`src/rtl/seed_seq_player.sv`:
```
// seed_seq_player: latches a 32-bit seed and decodes it into 16 two-bit colour
// steps. On start it shows the first round_len steps on the LED, then checks
// the button presses against the same steps and pulses pass or fail.
// Optional feature macro: SEED_SEQ_TIMEOUT_EN. When it is defined, WAIT_IN
// gives up with a fail pulse after TIMEOUT_CYCLES cycles without a press.
// All outputs are registered. Their next values are derived from the
// next-state values, so they change on the same edge as the state.
module seed_seq_player #(
   parameter int ON_CYCLES      = 4,
   parameter int OFF_CYCLES     = 2,
   parameter int TIMEOUT_CYCLES = 64
) (
   input  logic        clk_i,
   input  logic        reset_i,
   input  logic        load_i,
   input  logic [31:0] seed_i,
   input  logic        start_i,
   input  logic [4:0]  round_len_i,
   input  logic        btn_valid_i,
   input  logic [1:0]  btn_i,
   output logic        led_en_o,
   output logic [1:0]  led_colour_o,
   output logic        busy_o,
   output logic        pass_o,
   output logic        fail_o
);

   localparam int PH_MAX = (ON_CYCLES > OFF_CYCLES) ? ON_CYCLES : OFF_CYCLES;
   localparam int PH_W   = (PH_MAX > 1) ? $clog2(PH_MAX) : 1;

   typedef enum logic [1:0] {IDLE, SHOW_ON, SHOW_OFF, WAIT_IN} state_e;

   state_e            state_q, state_d;
   logic [31:0]       seed_q, seed_d;
   logic [4:0]        len_q, len_d;
   logic [3:0]        idx_q, idx_d;
   logic [PH_W-1:0]   phase_q, phase_d;

   logic              led_en_q, led_en_d;
   logic [1:0]        led_colour_q, led_colour_d;
   logic              busy_q, busy_d;
   logic              pass_q, pass_d;
   logic              fail_q, fail_d;

   logic [1:0]        step_col;
   logic              last_step;
   logic              press, hit, miss, tmo_fire;

   assign step_col  = seed_q[{idx_q, 1'b0} +: 2];
   assign last_step = ({1'b0, idx_q} == (len_q - 5'd1));
   assign press     = (state_q == WAIT_IN) && btn_valid_i;
   assign hit       = press && (btn_i == step_col);
   assign miss      = press && (btn_i != step_col);

`ifdef SEED_SEQ_TIMEOUT_EN
   localparam int TMO_W = $clog2(TIMEOUT_CYCLES + 1);
   logic [TMO_W-1:0] tmo_q;

   // A press in the limit cycle wins over the timeout.
   assign tmo_fire = (state_q == WAIT_IN) && !btn_valid_i &&
                     (tmo_q == TMO_W'(TIMEOUT_CYCLES));

   // Idle-wait counter: cleared outside WAIT_IN and on each accepted press.
   always_ff @(posedge clk_i or negedge reset_i) begin
      if (!reset_i)                         tmo_q <= '0;
      else if (state_q != WAIT_IN || hit)   tmo_q <= '0;
      else if (tmo_q != TMO_W'(TIMEOUT_CYCLES))
                                            tmo_q <= tmo_q + TMO_W'(1);
   end
`else
   assign tmo_fire = 1'b0;
`endif

   // State and datapath registers.
   always_ff @(posedge clk_i or negedge reset_i) begin
      if (!reset_i) begin
         state_q <= IDLE;
         seed_q  <= '0;
         len_q   <= '0;
         idx_q   <= '0;
         phase_q <= '0;
      end else begin
         state_q <= state_d;
         seed_q  <= seed_d;
         len_q   <= len_d;
         idx_q   <= idx_d;
         phase_q <= phase_d;
      end
   end

   // Next-state logic: playback timing and press checking.
   always_comb begin
      state_d = state_q;
      seed_d  = seed_q;
      len_d   = len_q;
      idx_d   = idx_q;
      phase_d = phase_q;
      case (state_q)
         IDLE: begin
            if (load_i) seed_d = seed_i;
            if (start_i && round_len_i != 5'd0) begin
               len_d   = (round_len_i > 5'd16) ? 5'd16 : round_len_i;
               idx_d   = '0;
               phase_d = '0;
               state_d = SHOW_ON;
            end
         end
         SHOW_ON: begin
            if (phase_q == PH_W'(ON_CYCLES - 1)) begin
               phase_d = '0;
               state_d = SHOW_OFF;
            end else begin
               phase_d = phase_q + PH_W'(1);
            end
         end
         SHOW_OFF: begin
            if (phase_q == PH_W'(OFF_CYCLES - 1)) begin
               phase_d = '0;
               if (last_step) begin
                  idx_d   = '0;
                  state_d = WAIT_IN;
               end else begin
                  idx_d   = idx_q + 4'd1;
                  state_d = SHOW_ON;
               end
            end else begin
               phase_d = phase_q + PH_W'(1);
            end
         end
         WAIT_IN: begin
            if (miss) begin
               state_d = IDLE;
            end else if (hit) begin
               if (last_step) state_d = IDLE;
               else           idx_d   = idx_q + 4'd1;
            end else if (tmo_fire) begin
               state_d = IDLE;
            end
         end
         default: state_d = IDLE;
      endcase
   end

   // Output logic: next output values from the next state, registered below.
   always_comb begin
      led_en_d     = (state_d == SHOW_ON);
      led_colour_d = led_en_d ? seed_d[{idx_d, 1'b0} +: 2] : 2'd0;
      busy_d       = (state_d != IDLE);
      pass_d       = hit && last_step;
      fail_d       = miss || tmo_fire;
   end

   // Output registers.
   always_ff @(posedge clk_i or negedge reset_i) begin
      if (!reset_i) begin
         led_en_q     <= 1'b0;
         led_colour_q <= 2'd0;
         busy_q       <= 1'b0;
         pass_q       <= 1'b0;
         fail_q       <= 1'b0;
      end else begin
         led_en_q     <= led_en_d;
         led_colour_q <= led_colour_d;
         busy_q       <= busy_d;
         pass_q       <= pass_d;
         fail_q       <= fail_d;
      end
   end

   assign led_en_o     = led_en_q;
   assign led_colour_o = led_colour_q;
   assign busy_o       = busy_q;
   assign pass_o       = pass_q;
   assign fail_o       = fail_q;

endmodule

```
`config.mk`:
```
export PLATFORM = sky130hd
export DESIGN_NAME = seed_seq_player
export DESIGN_NICKNAME = d
export VERILOG_FILES = /design/src/rtl/seed_seq_player.sv
export SDC_FILE = /design/constraint.sdc
export NUM_CORES = 1
export LEC_CHECK = 0
export ABC_AREA = 1
export CORE_MARGIN = 1
export CORE_UTILIZATION = 30
export CTS_CLUSTER_DIAMETER = 60
export DETAILED_ROUTE_END_ITERATION = 6
export HOLD_SLACK_MARGIN = 0.02
export SYNTH_ARGS = -nofsm -noshare
export SYNTH_HDL_FRONTEND = slang
export SYNTH_SLANG_ARGS = --single-unit
```
`constraint.sdc`:
```
create_clock -name clk_i -period 3.6 [get_ports clk_i]
set_input_delay 0.72 -clock clk_i [delete_from_list [all_inputs] [get_ports clk_i]]
set_output_delay 0.72 -clock clk_i [all_outputs]
set_load 0.03 [all_outputs]
```
==> impl_metrics.csv <==
group,metric,value,unit
timing,worst_slew_pin_slew,589,ps
global_routing,grtUsageMet3,0.0255,
clock_network,cts_hold_buf,0,
clock_network,clock_latency,310,ps
global_routing,overflow,0,
final_layout,fin_nets,558,
power,power.density,278,mW/mm2
place,post-place-cells,632,
global_routing,grt.busiest_layer,"met2",
logic_synthesis,ys_seq_elements,51,
clock_network,cts_tree,"done",
route,wl_per_cell,13.8,um
floorplanning,core,0.0105,mm2
timing,drv_slew,0,
final_layout,drive_above_1_share,0.0813,
worst_setup_path,cp-start-kind,"flip-flop",
status,status,"completed",
floorplanning,dieWidth,107,um
timing,relSlewSlack,0.608,
route,final_antenna_net_count,0,
floorplanning,initial_utilization,0.314,
floorplanning,die-area,0.0114,mm2
timing,setup_viol,0,
final_layout,design_area,0.00400,mm2
clock_network,cts-resized-gates,0,
worst_setup_path,crit_type,"reg -> reg",
logic_synthesis,synth_area,0.00329,mm2
worst_setup_path,r2r_cells,20,
clock_network,h-tree-depth,2,
worst_setup_path,cp-end-kind,"flip-flop",
timing,rsz0062_at_grt,"no",
global_routing,grt_use_met1,0.221,
logic_synthesis,syn_nets,514,
hold_path,min_path_type,"in -> async",
route,drcViolationCount,0,
floorplanning,die_h,107,um
flow_run,drv_cap,0,
power,vdd_drop_max,158,uV
logic_synthesis,seq_area_frac_synth,0.388,
worst_setup_path,required,3790,ps
route,via_per_inst,4.78,
timing,fin_crit,3160,ps
timing,fin_setup_tns,0,ps
logic_synthesis,syn_area_per_cell,7.17,um2
place,numPortBuffers,49,
place,dpl.hpwl,6.70,mm
worst_setup_path,cp_max_fo,21,
power,leakage,1.91,nW
global_routing,track_usage,0.166,
clock_network,cts_buffers,5,
worst_setup_path,crit_path_start,"len_q[0]",
global_routing,grtUsageMet2,0.277,
timing,skew,16.1,ps
timing,hold_viol,0,
timing,period_share,0.877,
final_layout,diodes,0,
logic_synthesis,yosysUniqueCellTypes,31,
final_layout,stdcell_count,640,
route,drt_first_pass_iters,4,
clock_network,cts_sinks,51,
worst_setup_path,critPathArrivalTime,3350,ps
final_layout,syn_to_final_growth,21.7,%
global_routing,antenna_found_initial,0,
global_routing,grt_max_degree,54,
logic_synthesis,synth_warnings,0,
place,finalWeightedCongestion,0.873,
route,wl,8.82,mm
clock_network,postCtsSetupRepairBufs,0,
floorplanning,rows,37,
global_routing,grt_pass1_vias,3095,
floorplanning,io_pins,50,
clock_network,cts.path.max_buffers,2,
route,drt_iter0_drc,146,
route,vias,3061,
worst_setup_path,worstReg2RegStart,"len_q[0]",
place,placed_cell_area,0.00387,mm2
timing,max_clock_freq,317,MHz
logic_synthesis,syn_inst,459,
place,dp_slack,375,ps
timing,setup_slack,443,ps
global_routing,grt_pass1_wl,14.9,mm
clock_network,clk_pin_slew,100,ps
clock_network,cts_root_buf,"clkbuf_8",
area by class of cell:
type	count	area, um2
fill	1114	6460
multi-input combinational	322	1640
sequential	51	1280
timing repair buffer	53	515
inverter	70	265
tap	136	170
clock buffer	6	72.6
clock inverter	2	60.1
cell usage after synthesis (all sizes together):
cell / instances / area share
nand2: 127 / 0.15
inv: 69 / 0.079
nand3: 64 / 0.10
dfrtp: 51 / 0.39
o21ai: 37 / 0.056
nor2: 35 / 0.043
a21oi: 19 / 0.030
ha: 11 / 0.042
mux2: 11 / 0.038
buf: 9 / 0.025
clkbuf: 7 / 0.0080
nand4: 3 / 0.0057
o22ai: 3 / 0.0057
xor2: 3 / 0.0080
or2: 2 / 0.0038
a31oi: 1 / 0.0019
a32o: 1 / 0.0030
clkinv: 1 / 0.0011
nand3b: 1 / 0.0023
nor3: 1 / 0.0015
o2111ai: 1 / 0.0027
o21a: 1 / 0.0023
xnor2: 1 / 0.0027
per-layer routing:
| layer | routed length [um] | vias to the layer above |
|---|---|---|
| met5 | 0 | - |
| met4 | 161 | 0 |
| met3 | 544 | 14 |
| met2 | 4050 | 87 |
| met1 | 4060 | 1406 |
| li1 | - | 1554 |
cells in the final DEF, fill, tap and decap left out, drive strengths merged, types with 2 or more instances in the layout:
master	Yosys	routed
o21ai	37	37
inv	69	69
clkdlybuf4s50	0	48
dfrtp	51	51
buf	9	5
xor2	3	3
ha	11	11
nand3	64	64
mux2	11	11
or2	2	2
clkbuf	7	6
bufinv	0	2
o22ai	3	3
nand4	3	3
nor2	35	35
a21oi	19	19
nand2	127	127
flip-flops by register name (all words and copies together) (netlist names):
name	count
seed_q	32
len_q	5
idx_q	4
led_colour_o	2
phase_q	2
state_q	2
busy_o	1
fail_o	1
led_en_o	1
pass_o	1
cell families (layout without fill, tap and decap cells):
logic type | count (synthesis) | after routing | share of synthesized area
AO/OA/AOI/OAI | 63 | 63 | 0.102
multiplexers | 11 | 11 | 0.0377
buffers and inverters | 86 | 131 | 0.114
flip-flops | 51 | 51 | 0.388
AND/OR/NAND/NOR | 233 | 233 | 0.306
adder cells (fa/ha/maj) | 11 | 11 | 0.0418
XOR/XNOR | 4 | 4 | 0.0107
power by group:
group | total [mW] | switching [mW] | internal, mW | leakage (nW)
logic | 0.0671 | 0.0247 | 0.0424 | 1.30
clock network | 0.474 | 0.196 | 0.278 | 0.0654
registers | 0.572 | 0 | 0.572 | 0.547
total | 1.11 | 0.221 | 0.893 | 1.91
final timing paths:
check | end | slack, ps
max | led_colour_o[1] | 440
min | len_q[1] | 400
max reg2reg | led_colour_o[1] | 440
min reg2reg | seed_q[10] | 540
max in group asynchronous | seed_q[21] | 2390
min in group clk_i | seed_q[10] | 540
metrics by stage:
| stage | power, mW | hold WS [ps] | util |
|---|---|---|---|
| CTS | 1.12 | 407 | 0.382 |
| global route | 1.16 | 431 | 0.383 |
| detailed placement | 0.652 | 512 | 0.370 |
| global placement | 0.652 | 505 | 0.370 |
| finish | 1.11 | 397 | 0.383 |
| floorplan | 0.589 | 424 | - |
critical path: stages (launching register included):
cell and delay, ps:
dfrtp_1 380, inv_1 80, ha_1 220, or2_2 310, nand3_1 70, nand2_1 50
nor2_1 170, nand2_1 200, ha_1 320, inv_1 60, nand4_1 90, nand3_1 120
nand2_2 180, nand2_4 250, nand2_1 80, o21ai_1 80, nand2_1 60, nand3_1 80
nand2_1 50, nor2_1 100, nor2_1 60
(Power assumes the default switching activity.)
